===== config.mk =====
export PLATFORM = sky130hd
export DESIGN_NAME = reaction_session_ctrl
export DESIGN_NICKNAME = d
export VERILOG_FILES = /design/src/rtl/reaction_session_ctrl_pkg.sv /design/src/rtl/reaction_session_ctrl_lfsr16_delay_gen.sv /design/src/rtl/reaction_session_ctrl.sv
export SDC_FILE = /design/constraint.sdc
export NUM_CORES = 1
export LEC_CHECK = 0
export ABC_AREA = 1
export CAP_MARGIN = 20
export CORE_UTILIZATION = 25
export DETAILED_ROUTE_END_ITERATION = 10
export HOLD_SLACK_MARGIN = 0.08
export PLACE_DENSITY_LB_ADDON = 0.1
export SLEW_MARGIN = 30
export SYNTH_ARGS = -nofsm -noshare
export SYNTH_HDL_FRONTEND = slang
export SYNTH_HIERARCHICAL = 1
export SYNTH_SLANG_ARGS = --single-unit

===== constraint.sdc =====
create_clock -name clk_50M -period 3.1 [get_ports clk_50M]
set_input_delay 0.31 -clock clk_50M [delete_from_list [all_inputs] [get_ports clk_50M]]
set_output_delay 0.31 -clock clk_50M [all_outputs]
set_load 0.005 [all_outputs]

===== src/rtl/reaction_session_ctrl_pkg.sv =====
// Shared types and constants for the reaction-time session controller.
// Holds the state encoding, LFSR seed/taps and the score width.
package reaction_session_ctrl_pkg;

  typedef enum logic [2:0] {
    ST_IDLE,
    ST_ARM,
    ST_WAIT,
    ST_GO,
    ST_RESULT,
    ST_FOUL,
    ST_DONE
  } state_t;

  localparam int SCORE_W        = 14;
  localparam int MAX_MS_DEFAULT = 9999;

  // Right-shifting Fibonacci LFSR, polynomial x^16+x^14+x^13+x^11+1.
  localparam logic [15:0] LFSR_SEED = 16'hACE1;
  localparam logic [15:0] LFSR_TAPS = 16'h002D;

  function automatic logic [15:0] lfsr_step(input logic [15:0] s);
    return {^(s & LFSR_TAPS), s[15:1]};
  endfunction

endpackage


===== src/rtl/reaction_session_ctrl_lfsr16_delay_gen.sv =====
// Free-running 16-bit LFSR and the lamp-delay latch loaded once per round.
// The seed is non-zero, so the register can never lock up at all zeros.
module lfsr16_delay_gen
  import reaction_session_ctrl_pkg::*;
#(
  parameter int MIN_DELAY_MS = 2000,
  parameter int SPAN_LOG2    = 12
) (
  input  logic               clk_50M,
  input  logic               clear,
  input  logic               load,
  output logic [SCORE_W-1:0] delay_ms
);

  logic [15:0]        lfsr_reg;
  logic [SCORE_W-1:0] delay_ms_reg;

  always_ff @(posedge clk_50M) begin
    if (clear) begin
      lfsr_reg     <= LFSR_SEED;
      delay_ms_reg <= '0;
    end else begin
      lfsr_reg <= lfsr_step(lfsr_reg);
      if (load) begin
        delay_ms_reg <= SCORE_W'(MIN_DELAY_MS) + SCORE_W'(lfsr_reg[SPAN_LOG2-1:0]);
      end
    end
  end

  assign delay_ms = delay_ms_reg;

endmodule


===== src/rtl/reaction_session_ctrl.sv =====
// Multi-round reaction-time session sequencer: random lamp delay, ms timing
// of the stop press, foul/timeout detection and last/best/average scoring.
module reaction_session_ctrl
  import reaction_session_ctrl_pkg::*;
#(
  parameter int TICKS_PER_MS = 50000,
  parameter int MIN_DELAY_MS = 2000,
  parameter int SPAN_LOG2    = 12,
  parameter int MAX_MS       = MAX_MS_DEFAULT,
  parameter int GAP_MS       = 1000,
  parameter int ROUNDS_LOG2  = 2
) (
  input  logic                   clk_50M,
  input  logic                   clear,
  input  logic                   start,
  input  logic                   stop,
  output logic                   led,
  output logic                   busy,
  output logic [ROUNDS_LOG2-1:0] round_idx,
  output logic [SCORE_W-1:0]     last_ms,
  output logic [SCORE_W-1:0]     best_ms,
  output logic [SCORE_W-1:0]     avg_ms,
  output logic                   false_start,
  output logic                   timeout,
  output logic                   result_valid,
  output logic                   done
);

  localparam int PS_W  = (TICKS_PER_MS > 1) ? $clog2(TICKS_PER_MS) : 1;
  localparam int SUM_W = SCORE_W + ROUNDS_LOG2;
  localparam logic [SCORE_W-1:0]     MAX_SCORE  = SCORE_W'(MAX_MS);
  localparam logic [SCORE_W-1:0]     GAP_SCORE  = SCORE_W'(GAP_MS);
  localparam logic [PS_W-1:0]        PS_LAST    = PS_W'(TICKS_PER_MS - 1);
  localparam logic [ROUNDS_LOG2-1:0] LAST_ROUND = '1;

  state_t                 state_reg, state_next;
  logic                   start_d_reg, stop_d_reg;
  logic                   start_rise, stop_rise, state_change, tick, counting;
  logic [PS_W-1:0]        prescale_reg;
  logic [SCORE_W-1:0]     ms_cnt_reg, delay_ms;
  logic [ROUNDS_LOG2-1:0] round_idx_reg;
  logic [SCORE_W-1:0]     last_ms_reg, best_ms_reg, avg_ms_reg;
  logic [SUM_W-1:0]       sum_reg;
  logic                   false_start_reg, timeout_reg, result_valid_reg;

  assign start_rise   = start & ~start_d_reg;
  assign stop_rise    = stop & ~stop_d_reg;
  assign state_change = (state_next != state_reg);
  assign tick         = (prescale_reg == PS_LAST);
  assign counting     = state_reg inside {ST_WAIT, ST_GO, ST_RESULT, ST_FOUL};

  lfsr16_delay_gen #(
    .MIN_DELAY_MS(MIN_DELAY_MS),
    .SPAN_LOG2   (SPAN_LOG2)
  ) u_delay_gen (
    .clk_50M (clk_50M),
    .clear   (clear),
    .load    (state_reg == ST_ARM),
    .delay_ms(delay_ms)
  );

  always_ff @(posedge clk_50M) begin
    if (clear) state_reg <= ST_IDLE;
    else       state_reg <= state_next;
  end

  // A stop press in WAIT wins over the lamp turning on in the same cycle.
  always_comb begin
    state_next = state_reg;
    case (state_reg)
      ST_IDLE, ST_DONE: if (start_rise) state_next = ST_ARM;
      ST_ARM:           state_next = ST_WAIT;
      ST_WAIT: begin
        if (stop_rise)                     state_next = ST_FOUL;
        else if (ms_cnt_reg == delay_ms)   state_next = ST_GO;
      end
      ST_GO: if (stop_rise || ms_cnt_reg == MAX_SCORE) state_next = ST_RESULT;
      ST_RESULT, ST_FOUL: begin
        if (ms_cnt_reg == GAP_SCORE)
          state_next = (round_idx_reg == LAST_ROUND) ? ST_DONE : ST_ARM;
      end
      default: state_next = ST_IDLE;
    endcase
  end

  always_comb begin
    led  = (state_reg == ST_GO);
    busy = !(state_reg == ST_IDLE || state_reg == ST_DONE);
    done = (state_reg == ST_DONE);
  end

  // Edge detectors reset high so a button held through clear is not an edge.
  always_ff @(posedge clk_50M) begin
    if (clear) begin
      start_d_reg      <= 1'b1;
      stop_d_reg       <= 1'b1;
      prescale_reg     <= '0;
      ms_cnt_reg       <= '0;
      round_idx_reg    <= '0;
      last_ms_reg      <= '0;
      best_ms_reg      <= MAX_SCORE;
      avg_ms_reg       <= '0;
      sum_reg          <= '0;
      false_start_reg  <= 1'b0;
      timeout_reg      <= 1'b0;
      result_valid_reg <= 1'b0;
    end else begin
      start_d_reg      <= start;
      stop_d_reg       <= stop;
      result_valid_reg <= 1'b0;
      prescale_reg     <= (state_change || tick) ? '0 : prescale_reg + PS_W'(1);
      if (state_change)          ms_cnt_reg <= '0;
      else if (tick && counting) ms_cnt_reg <= ms_cnt_reg + SCORE_W'(1);

      case (state_reg)
        ST_IDLE, ST_DONE: begin
          if (start_rise) begin
            sum_reg       <= '0;
            round_idx_reg <= '0;
            best_ms_reg   <= MAX_SCORE;
          end
        end
        ST_ARM: begin
          false_start_reg <= 1'b0;
          timeout_reg     <= 1'b0;
        end
        ST_WAIT: begin
          if (stop_rise) begin
            last_ms_reg      <= MAX_SCORE;
            false_start_reg  <= 1'b1;
            result_valid_reg <= 1'b1;
            sum_reg          <= sum_reg + SUM_W'(MAX_SCORE);
          end
        end
        ST_GO: begin
          if (stop_rise) begin
            last_ms_reg      <= ms_cnt_reg;
            result_valid_reg <= 1'b1;
            sum_reg          <= sum_reg + SUM_W'(ms_cnt_reg);
            if (ms_cnt_reg < best_ms_reg) best_ms_reg <= ms_cnt_reg;
          end else if (ms_cnt_reg == MAX_SCORE) begin
            last_ms_reg      <= MAX_SCORE;
            timeout_reg      <= 1'b1;
            result_valid_reg <= 1'b1;
            sum_reg          <= sum_reg + SUM_W'(MAX_SCORE);
          end
        end
        ST_RESULT, ST_FOUL: begin
          if (state_change) begin
            if (round_idx_reg == LAST_ROUND) avg_ms_reg <= SCORE_W'(sum_reg >> ROUNDS_LOG2);
            else                             round_idx_reg <= round_idx_reg + ROUNDS_LOG2'(1);
          end
        end
        default: ;
      endcase
    end
  end

  assign round_idx    = round_idx_reg;
  assign last_ms      = last_ms_reg;
  assign best_ms      = best_ms_reg;
  assign avg_ms       = avg_ms_reg;
  assign false_start  = false_start_reg;
  assign timeout      = timeout_reg;
  assign result_valid = result_valid_reg;

endmodule


# --- After elaboration in Yosys (flattened, before gate mapping) ---
# Cells that the tools add are included.
totals:
  inputBits: 4
  output_inout_bits: 50
  reg_bits: 128
op_classes:
  reduce_logical: 25
  addsub: 6
  magnitude_cmp: 1
  n_bitwise: 4
  n_eq_ne: 21
  n_mux: 33
ops:
  columns: ["cell", "count"]
  rows:
  - ["14-bit 2-to-1 mux", 6]
  - ["16-bit 2-to-1 mux", 4]
  - ["14-bit one-hot mux with 2 select lines", 2]
  - ["16-bit one-hot mux with 3 select lines", 1]
  - ["3-bit 2-to-1 mux", 6]
  - ["16-bit by 1-bit adder with 16-bit output, second input constant", 1]
  - ["16-bit by 14-bit adder with 16-bit output", 1]
  - ["16-bit by 14-bit adder with 16-bit output, second input constant", 1]
  - ["16-bit equality test, second input constant", 1]
  - ["16-bit parity", 1]
  - ["3-bit one-hot mux with 5 select lines", 1]
  - ["14-bit by 1-bit adder with 14-bit output, second input constant", 1]
  - ["14-bit by 10-bit equality test with 1-bit output, second input constant", 1]
  - ["14-bit equality test", 1]
  - ["14-bit equality test, second input constant", 1]
  - ["14-bit less-than comparator", 1]
  - ["11-bit by 12-bit adder with 13-bit output, first input constant", 1]
  - ["4-bit AND reduction", 3]
  - ["2-bit inequality test, second input constant", 5]
  - ["2-bit nonzero test", 5]
  - ["3-bit equality test, second input constant", 3]
  - ["3-bit AND reduction", 3]
  - ["2-bit OR reduction", 4]
  - ["3-bit by 2-bit equality test with 1-bit output, second input constant", 2]
  - ["19 further kinds", 34]

# --- Depth between registers and ports, before layout ---
# Gate-level depths: netlist (run 1).
logic_depth:
  ltp_word: 8
  depth_mapped: 16
  depth_no_buf: 14

# --- Hierarchy ---
# Netlist (run 1), hierarchy kept.
by_module_without_submodules:
  columns: ["mod", "area_per_inst_um2", "instances", "cells_each"]
  rows:
  - ["reaction_session_ctrl", 6172.2, 1, 930]
  - ["lfsr16_delay_gen", 1071.0, 1, 130]

# --- Worst setup path before layout (run 1) ---
# No wires, ideal clock.
synth_timing:
  path_type: "register to register"
  start: "reg ms_cnt_reg[1]"
  end: "reg sum_reg[5]"
  path_buffers: 1
  setup_time_ps: 117
  path_stages_with_launch: 14
  slack_ps: 1192
  t_arrival_ps: 1791
  cell_sequence: "dfxtp_1 ha_1 nand3_1 nor3_4 nand2_1 nand2_1 nand2_1 nor2_2 nand2_4 inv_2 buf_6 nand2_1 a22oi_1 nor2_1"
synth_between:
  elab_chain_len: 3
synth_lines:
  columns: ["element", "line_no", "text"]
  rows:
  - ["start, declared", "reaction_session_ctrl.sv:40", "logic [SCORE_W-1:0] ms_cnt_reg, delay_ms;"]
  - ["start signal, assigned", "reaction_session_ctrl.sv:113", "else if (tick && counting) ms_cnt_reg <= ms_cnt_reg + SCORE_W'(1);"]
  - ["16-bit by 14-bit adder with 16-bit output / 14-bit equality test (equally long branches)", "reaction_session_ctrl.sv:139, reaction_session_ctrl.sv:141", null]
  - ["16-bit 2-to-1 mux / 3-bit by 1-bit inequality test with 1-bit output (equally long branches)", null, null]
  - ["16-bit one-hot mux with 3 select lines / 4-bit AND reduction (equally long branches)", null, null]
  - ["end signal, assigned", "reaction_session_ctrl.sv:132", "sum_reg <= sum_reg + SUM_W'(MAX_SCORE);"]
  - ["end signal, assigned", "reaction_session_ctrl.sv:139", "sum_reg <= sum_reg + SUM_W'(ms_cnt_reg);"]
  - ["end signal, assigned", "reaction_session_ctrl.sv:145", "sum_reg <= sum_reg + SUM_W'(MAX_SCORE);"]
  - ["end, declared", "reaction_session_ctrl.sv:43", "logic [SUM_W-1:0] sum_reg;"]
# Several ways; a longest one is shown, not always the timed one.
# A chain may end at the register's enable or synchronous reset.

# --- Final worst setup path (run 1) ---
layout_timing:
  start: "reg ms_cnt_reg[1]"
  end: "reg sum_reg[8]"
# The elaborated chain is that of the path after synthesis.

==> summary.txt, run 1 <==
Run status
  • Status: finished, final reports clean

Placed design
  • HPWL after detailed placement: 16900 µm
  • Placed cell area: 0.00818 mm²
  • RD Place Congestion: 0.819
  • # port buffers: 53
  • Cells after DPL: 1475

Floorplanning
  • Ports: 54
  • Initial cell density of the core: 25.7%
  • Die area: 0.0297 mm²
  • Die Y: 172 µm
  • Die Wd: 172 µm
  • Core area: 0.0282 mm²
  • Site row count: 61

Worst setup path
  • CP peak stage delay: 0.59 ns
  • Req. time, crit path: 3.42 ns
  • Crit path from: ms_cnt_reg[1]
  • Crit path cell chain: ha_1, nand3_1, nor3_4, nand2_1, nand2_1, nand2_1, nor2_2, nand2_4, inv_2, o21ai_0, a31oi_1, nor2_1
  • Startpoint Class: flip-flop
  • CP max-delay cell: dfxtp_1
  • Reg-to-reg critical path startpoint: ms_cnt_reg[1]
  • Kind of critical path: flip-flop to flip-flop
  • CP most frequent cell: nand2_1
  • CP delay by family, top: simple AND/OR/NAND/NOR gates
  • Buffers plus inverters on the worst setup path: 1
  • Setup crit end kind: flip-flop
  • Critical-path maximum fanout: 24
  • Arrival @ worst endpoint: 2.82 ns

Routing
  • TritonRoute pass-1 iters: 6
  • Vias per cell: 4.46
  • Total Wirelength: 22700 µm
  • Remaining antenna violation count after routing: 0
  • Post-DR wirelength/cell: 15.0 µm
  • Via count: 6724
  • DRC: 0
  • Initial DRC Count: 386

GRT
  • Vias in the first global route: 6794
  • Total grt overflow: 0
  • Gr usage total: 16.4%
  • Initial antenna violation count: 0
  • Global-route wire length before repair: 37100 µm
  • Largest net degree at the start of global routing: 47

Synthesis
  • XOR/XNOR Fraction of Synth Area: 4.23%
  • Post-synth ARST share: 0%
  • Yosys top cell area share: 35.1%
  • Cells after Synth: 1060
  • Compound-Gate Fraction of Synth Area: 14.0%
  • Sequential fraction of the synthesis area: 35.1%
  • Synth warn: 6
  • Post-synth cell types: 48
  • Synth Cell Area: 0.00724 mm²
  • Syn avg cell area: 6.83 µm²
  • Yosys reg bits: 127
  • Synthesized net count: 1098
  • Largest family of logic cells by synthesized area: simple AND/OR/NAND/NOR gates
  • Post-Synth Adder-Cell Area: 5.98%
  • EDFF count, synth: 0
  • Largest area contributor in the netlist: dfxtp_1
  • Top cells by area, synth: dfxtp_1 (35%), nand2_1 (12%), inv_1 (7.0%)
  • Synth Flop Type: dfxtp_1
  • Mux cell area share after synthesis: 0.138%
  • Post-Synth Simple-Gate Area: 30.3%

Clock tree
  • CTS root buf: clkbuf_16
  • Clock buffer depth: 2
  • # H-tree levels: 4
  • Clock Pin Slew Worst Setup and Hold Paths: 0.08 ns
  • Number of buffers created by CTS: 17
  • Post CTS Setup Buffer Count: 0
  • Skew-Pair Late Insertion Delay: 0.43 ns
  • Hold bufs inserted after CTS: 0
  • CTS Sinks: 127
  • Post-CTS Resized: 0
  • CTS tree: yes

Timing
  • Setup violations, final: 0
  • Worst Tran Pin Value: 0.838 ns
  • Final Slew Violations: 0
  • Final Hold Fails: 0
  • Fmax: 400 MHz
  • Setup TNS: 0 ns
  • RSZ-0062 raised after global routing: no
  • Clk_skew: 0.0149 ns
  • Final min period: 2.50 ns
  • WHS: 0.406 ns
  • Rel. slew slack: 44.1%
  • Final Cycle Share: 80.6%

Power
  • Psw: 1.35 mW
  • Clock share of power: 47.0%
  • Worst vdd ir: 0.000320 V
  • Power per Cell Area: 495 mW/mm²
  • Int Power: 2.99 mW
  • Seq pwr share: 41.3%
  • Leakage Power: 3.77 nW
  • Combinational share of power: 11.7%
  • Switching share of total power: 31.1%

Finish
  • Layout cell share with drive strength beyond 1: 9.65%
  • FILL cells: 3125
  • Final nets: 1154
  • Area delta synth->final: 21.1%
  • Finished Layout Cells: 1507
  • Fin area: 0.00877 mm²
  • Ant diodes: 0

Run
  • Max-Cap Viols: 0

Min path
  • Worst hold path class: flip-flop to flip-flop
  • HP Start: u_delay_gen/lfsr_reg[12]
==> cell type report <==
cell class                      instances  area, µm²  area share (%)
Timing Repair Buffer                   66        623            7.10
Sequential cell                       127       2540            29.0
Inverter                              152        574            6.55
Clock buffer                           17        425            4.85
Tap cell                              378        473            5.39
Clock inverter                         15        169            1.93
Multi-Input combinational cell        752       3970            45.2
==> placed cells by master, fill, tap and decap left out, types with 2 or more instances in the layout <==
master	instances
nand2_1	233
inv_1	136
dfxtp_1	127
nor2_1	126
a21oi_1	80
nand3_1	55
o21ai_0	54
clkdlybuf4s50_1	52
ha_1	33
xor2_1	27
o21ai_1	23
nor2_2	20
clkbuf_16	17
inv_2	14
nor3_1	14
buf_4	13
nand4_1	12
xnor2_1	8
nor4_1	7
o221ai_1	7
or2_2	6
a31oi_1	6
inv_8	6
nand2_2	5
inv_6	5
nor3_2	3
nand3_2	3
o211ai_1	3
o31ai_1	3
a22oi_1	3
clkinv_8	3
nand2_4	2
a21o_1	2
or2_1	2
nor2_4	2
==> synth_stat cells, types with 5 or more instances <==
| cell | instances |
|---|---|
| xor2_1 | 27 |
| or2_2 | 6 |
| o221ai_1 | 7 |
| nand4_1 | 12 |
| nor2_2 | 20 |
| a21oi_1 | 80 |
| a31oi_1 | 6 |
| inv_1 | 136 |
| dfxtp_1 | 127 |
| o21ai_1 | 23 |
| nor2_1 | 126 |
| nand3_1 | 55 |
| nand2_1 | 233 |
| nand2_2 | 5 |
| xnor2_1 | 8 |
| buf_6 | 5 |
| o21ai_0 | 54 |
| ha_1 | 33 |
| nor4_1 | 7 |
| inv_2 | 14 |
| nor3_1 | 15 |
| clkbuf_1 | 15 |
| buf_2 | 6 |
==> logic make-up after synthesis <==
group	Yosys count
xor+xnor	35
fa+ha+maj	34
mux	1
simple gates	495
compound gates	186
other cells	1
flops	127
buf+inv	181
==> metrics by stage <==
stage / util, % / power, mW / setup WS, ns
2_1_floorplan: - / 2.18 / 1.19
3_3_place_gp: 29.0 / 2.36 / 0.639
3_5_place_dp: 29.0 / 2.35 / 0.579
4_1_cts: 31.2 / 4.43 / 0.596
5_1_grt: 31.2 / 4.58 / 0.330
6_report: 31.2 / 4.34 / 0.600
==> worst paths after layout <==
check | depth (start not counted) | to | slack (ns)
worst min-delay path | 1 | u_delay_gen/lfsr_reg[11] | 0.41
worst max register to register | 12 | sum_reg[8] | 0.60
worst min register to register | 1 | u_delay_gen/lfsr_reg[11] | 0.41
worst max-delay path | 12 | sum_reg[8] | 0.60
==> power by group through the flow <==
stage / Sequential [mW] / Combinational (mW) / Clock (mW)
6_report: 1.80 / 0.508 / 2.04
5_1_grt: 1.81 / 0.588 / 2.18
4_1_cts: 1.80 / 0.517 / 2.11
3_5_place_dp: 1.83 / 0.513 / 0
3_3_place_gp: 1.84 / 0.520 / 0
2_1_floorplan: 1.79 / 0.387 / 0
==> routing by layer <==
layer	part of all wire, %	vias to the layer above	track usage [%]
met2	47	82	27.0
li1	-	3535	-
met1	50	3091	22.0
met4	1.2	0	4.23
met3	2.1	16	2.77
met5	0	-	0
No activity file was read; power rests on OpenSTA's default activity.
==> inputs of run 2 (changes only) <==
==> constraint.sdc (replaced) <==
create_clock -name clk_50M -period 2.61 [get_ports clk_50M]
set_input_delay 0.261 -clock clk_50M [delete_from_list [all_inputs] [get_ports clk_50M]]
set_output_delay 0.261 -clock clk_50M [all_outputs]
set_load 0.005 [all_outputs]
==> summary.txt, run 2 (synthesis gave the netlist of run 1 again) <==
Worst setup path
  • Buffers plus inverters on the worst setup path: 1 (unchanged)
  • Crit path cell chain: inv_1, ha_1, nand4_1, nor2_1, a21oi_1, nor2_1, a21oi_2, nand4_4, nor2_1
  • Arrival @ worst endpoint: 2.65 ns (-0.17 ns)
  • Reg-to-reg critical path startpoint: ms_cnt_reg[0]
  • Req. time, crit path: 2.97 ns (-0.45 ns)
  • Critical-path maximum fanout: 16 (-33%)
  • Worst reg-to-reg setup slack: 0.32 ns (-0.28 ns)
  • CP delay by family, top: simple AND/OR/NAND/NOR gates
  • CP peak stage delay: 0.50 ns (-0.09 ns)
  • Setup crit end kind: flip-flop
  • Kind of critical path: flip-flop to flip-flop
  • CP max-delay cell: dfxtp_1
  • Worst flop-to-flop path endpoint: prescale_reg[9]
  • Critical path depth: 9 (-3)
  • Startpoint Class: flip-flop
  • Reg2Reg Depth: 9 (-3)
  • Crit path from: ms_cnt_reg[0]
  • CP most frequent cell: nor2_1

Routing
  • Remaining antenna violation count after routing: 0 (unchanged)
  • DRC: 0 (unchanged)
  • Post-DR wirelength/cell: 14.9 µm (-1.2%)
  • Initial DRC Count: 376 (-2.6%)
  • TritonRoute pass-1 iters: 5 (-1)
  • Via count: 6775 (+0.76%)
  • Total Wirelength: 22500 µm (-0.55%)
  • Vias per cell: 4.47 (about the same)

Clock tree
  • CTS Sinks: 127 (unchanged)
  • Clock Pin Slew Worst Setup and Hold Paths: 0.07 ns (about the same)
  • CTS tree: yes
  • Clock buffer depth: 2 (unchanged)
  • # H-tree levels: 4 (unchanged)
  • Hold bufs inserted after CTS: 0 (unchanged)
  • CTS root buf: clkbuf_16
  • Skew-Pair Late Insertion Delay: 0.43 ns (about the same)
  • Number of buffers created by CTS: 17 (unchanged)

Min path
  • HP Start: clear
  • Worst hold path class: input port to flip-flop
  • Worst Hold Depth: 2 (+1)
  • Hold worst-path end: state_reg[2]

Floorplanning
  • Die Y: 172 µm (unchanged)
  • Initial cell density of the core: 25.7% (unchanged)
  • Ports: 54 (unchanged)
  • Die Wd: 172 µm (unchanged)
  • Core area: 0.0282 mm² (unchanged)
  • Die area: 0.0297 mm² (unchanged)
  • Site row count: 61 (unchanged)

Finish
  • Layout cell share with drive strength beyond 1: 10.5% (+0.88 points)
  • Most frequent cells in the layout: nand2_1 (233), inv_1 (136), nor2_1 (126), dfxtp_1 (126), a21oi_1 (80)
  • Most common cell after layout, fill and taps aside: nand2_1
  • Finished Layout Cells: 1517 (+0.66%)
  • Fin area: 0.00887 mm² (+1.1%)
  • Fin util: 31.5% (+0.33 points)
  • FILL cells: 3108 (-0.54%)
  • Final nets: 1164 (+0.87%)
  • Area delta synth->final: 22.4%
  • Ant diodes: 0 (unchanged)

Timing
  • Rel. slew slack: 65.0% (+21 points)
  • Fmax: 436 MHz (+9.0%)
  • Setup violations, final: 0 (unchanged)
  • Final Hold Fails: 0 (unchanged)
  • Setup TNS: 0 ns (unchanged)
  • RSZ-0062 raised after global routing: no
  • Final min period: 2.29 ns (-0.207 ns)
  • Clk_skew: 0.0178 ns (+0.00293 ns)
  • Final Slew Violations: 0 (unchanged)
  • Worst Tran Pin Value: 0.524 ns (-0.314 ns)
  • Final Cycle Share: 87.9% (+7.2 points)

GRT
  • Global-route wire length before repair: 36300 µm (-2.0%)
  • Vias in the first global route: 6625 (-2.5%)
  • Gr usage total: 16.1% (-0.24 points)
  • Largest net degree at the start of global routing: 42 (-11%)
  • Total grt overflow: 0 (unchanged)
  • Initial antenna violation count: 0 (unchanged)

Power
  • Total power: 5.20 mW (+20%)
  • Power per Cell Area: 587 mW/mm² (+19%)
  • Worst vdd ir: 0.000433 V (+35%)
  • Leakage Power: 3.82 nW (+1.4%)

Run
  • Max-Cap Viols: 0 (unchanged)

Placed design
  • Placed cell area: 0.00827 mm² (+1.1%)
  • # port buffers: 53 (unchanged)
  • RD Place Congestion: 0.830 (+1.4%)
  • Cells after DPL: 1485 (+0.68%)
  • HPWL after detailed placement: 17000 µm (+0.47%)

Run status
  • Status: finished, final reports clean
## run 2: final cells by class
cell class / count / area, µm² / share of cell area (%)
Tap cell: 378 / 473 / 5.33
Clock buffer: 17 / 425 / 4.80
Multi-Input combinational cell: 752 / 3970 / 44.8
Sequential cell: 127 / 2540 / 28.7
Clock inverter: 15 / 164 / 1.85
Timing Repair Buffer: 76 / 711 / 8.02
Inverter: 152 / 576 / 6.49
## run 2: repair_timing
item,in CTS,in global routing
setup buffers,0,0
gates resized for setup,0,3
endpoints found under the setup margin,0,10
## run 2: how the worst max path moves through the flow
stage / end
after floorplan: sum_reg[5]
after global placement: sum_reg[8]
after detailed placement: sum_reg[8]
after CTS: sum_reg[8]
after global routing: prescale_reg[9]
final: prescale_reg[9]
## run 2: per-layer routing
metal	share of wire (%)	track usage, %	vias to the layer above	wire length (µm)
met3	2.3	2.59	23	510
met4	1.1	4.19	0	250
met2	48	27.4	83	10800
met5	0	0	-	0
li1	-	-	3564	-
met1	49	21.1	3105	11000
## run 2: power by group
part           switching (mW)  internal [mW]  leakage, nW
Combinational           0.380          0.242         2.50
Sequential              0.103           2.03         1.03
Clock                    1.16           1.30        0.293
## run 2: stage by stage
stage / hold WS (ns) / setup slack (ns)
2_1_floorplan: 0.361 / 0.702
3_3_place_gp: 0.385 / 0.186
3_5_place_dp: 0.392 / 0.121
4_1_cts: 0.304 / 0.162
5_1_grt: 0.343 / 0.0264
6_report: 0.303 / 0.317
==> inputs of run 3 (changes only) <==
==> constraint.sdc (replaced) <==
create_clock -name clk_50M -period 2.61 [get_ports clk_50M]
set_input_delay 0.261 -clock clk_50M [delete_from_list [all_inputs] [get_ports clk_50M]]
set_output_delay 0.261 -clock clk_50M [all_outputs]
set_load 0.05 [all_outputs]
==> results of run 3 <==
Same layout as run 2 (identical final DEF). Status: finished, final reports clean.
Main changes from that run: clock-pin slew on the worst setup and hold paths 0.07 ns -> 0.06 ns; setup slack after layout 0.317 ns -> 0.0990 ns; start point of the critical path ms_cnt_reg[0] -> state_reg[0]; end point of the critical path prescale_reg[9] -> busy; total power 5.20 mW -> 5.31 mW
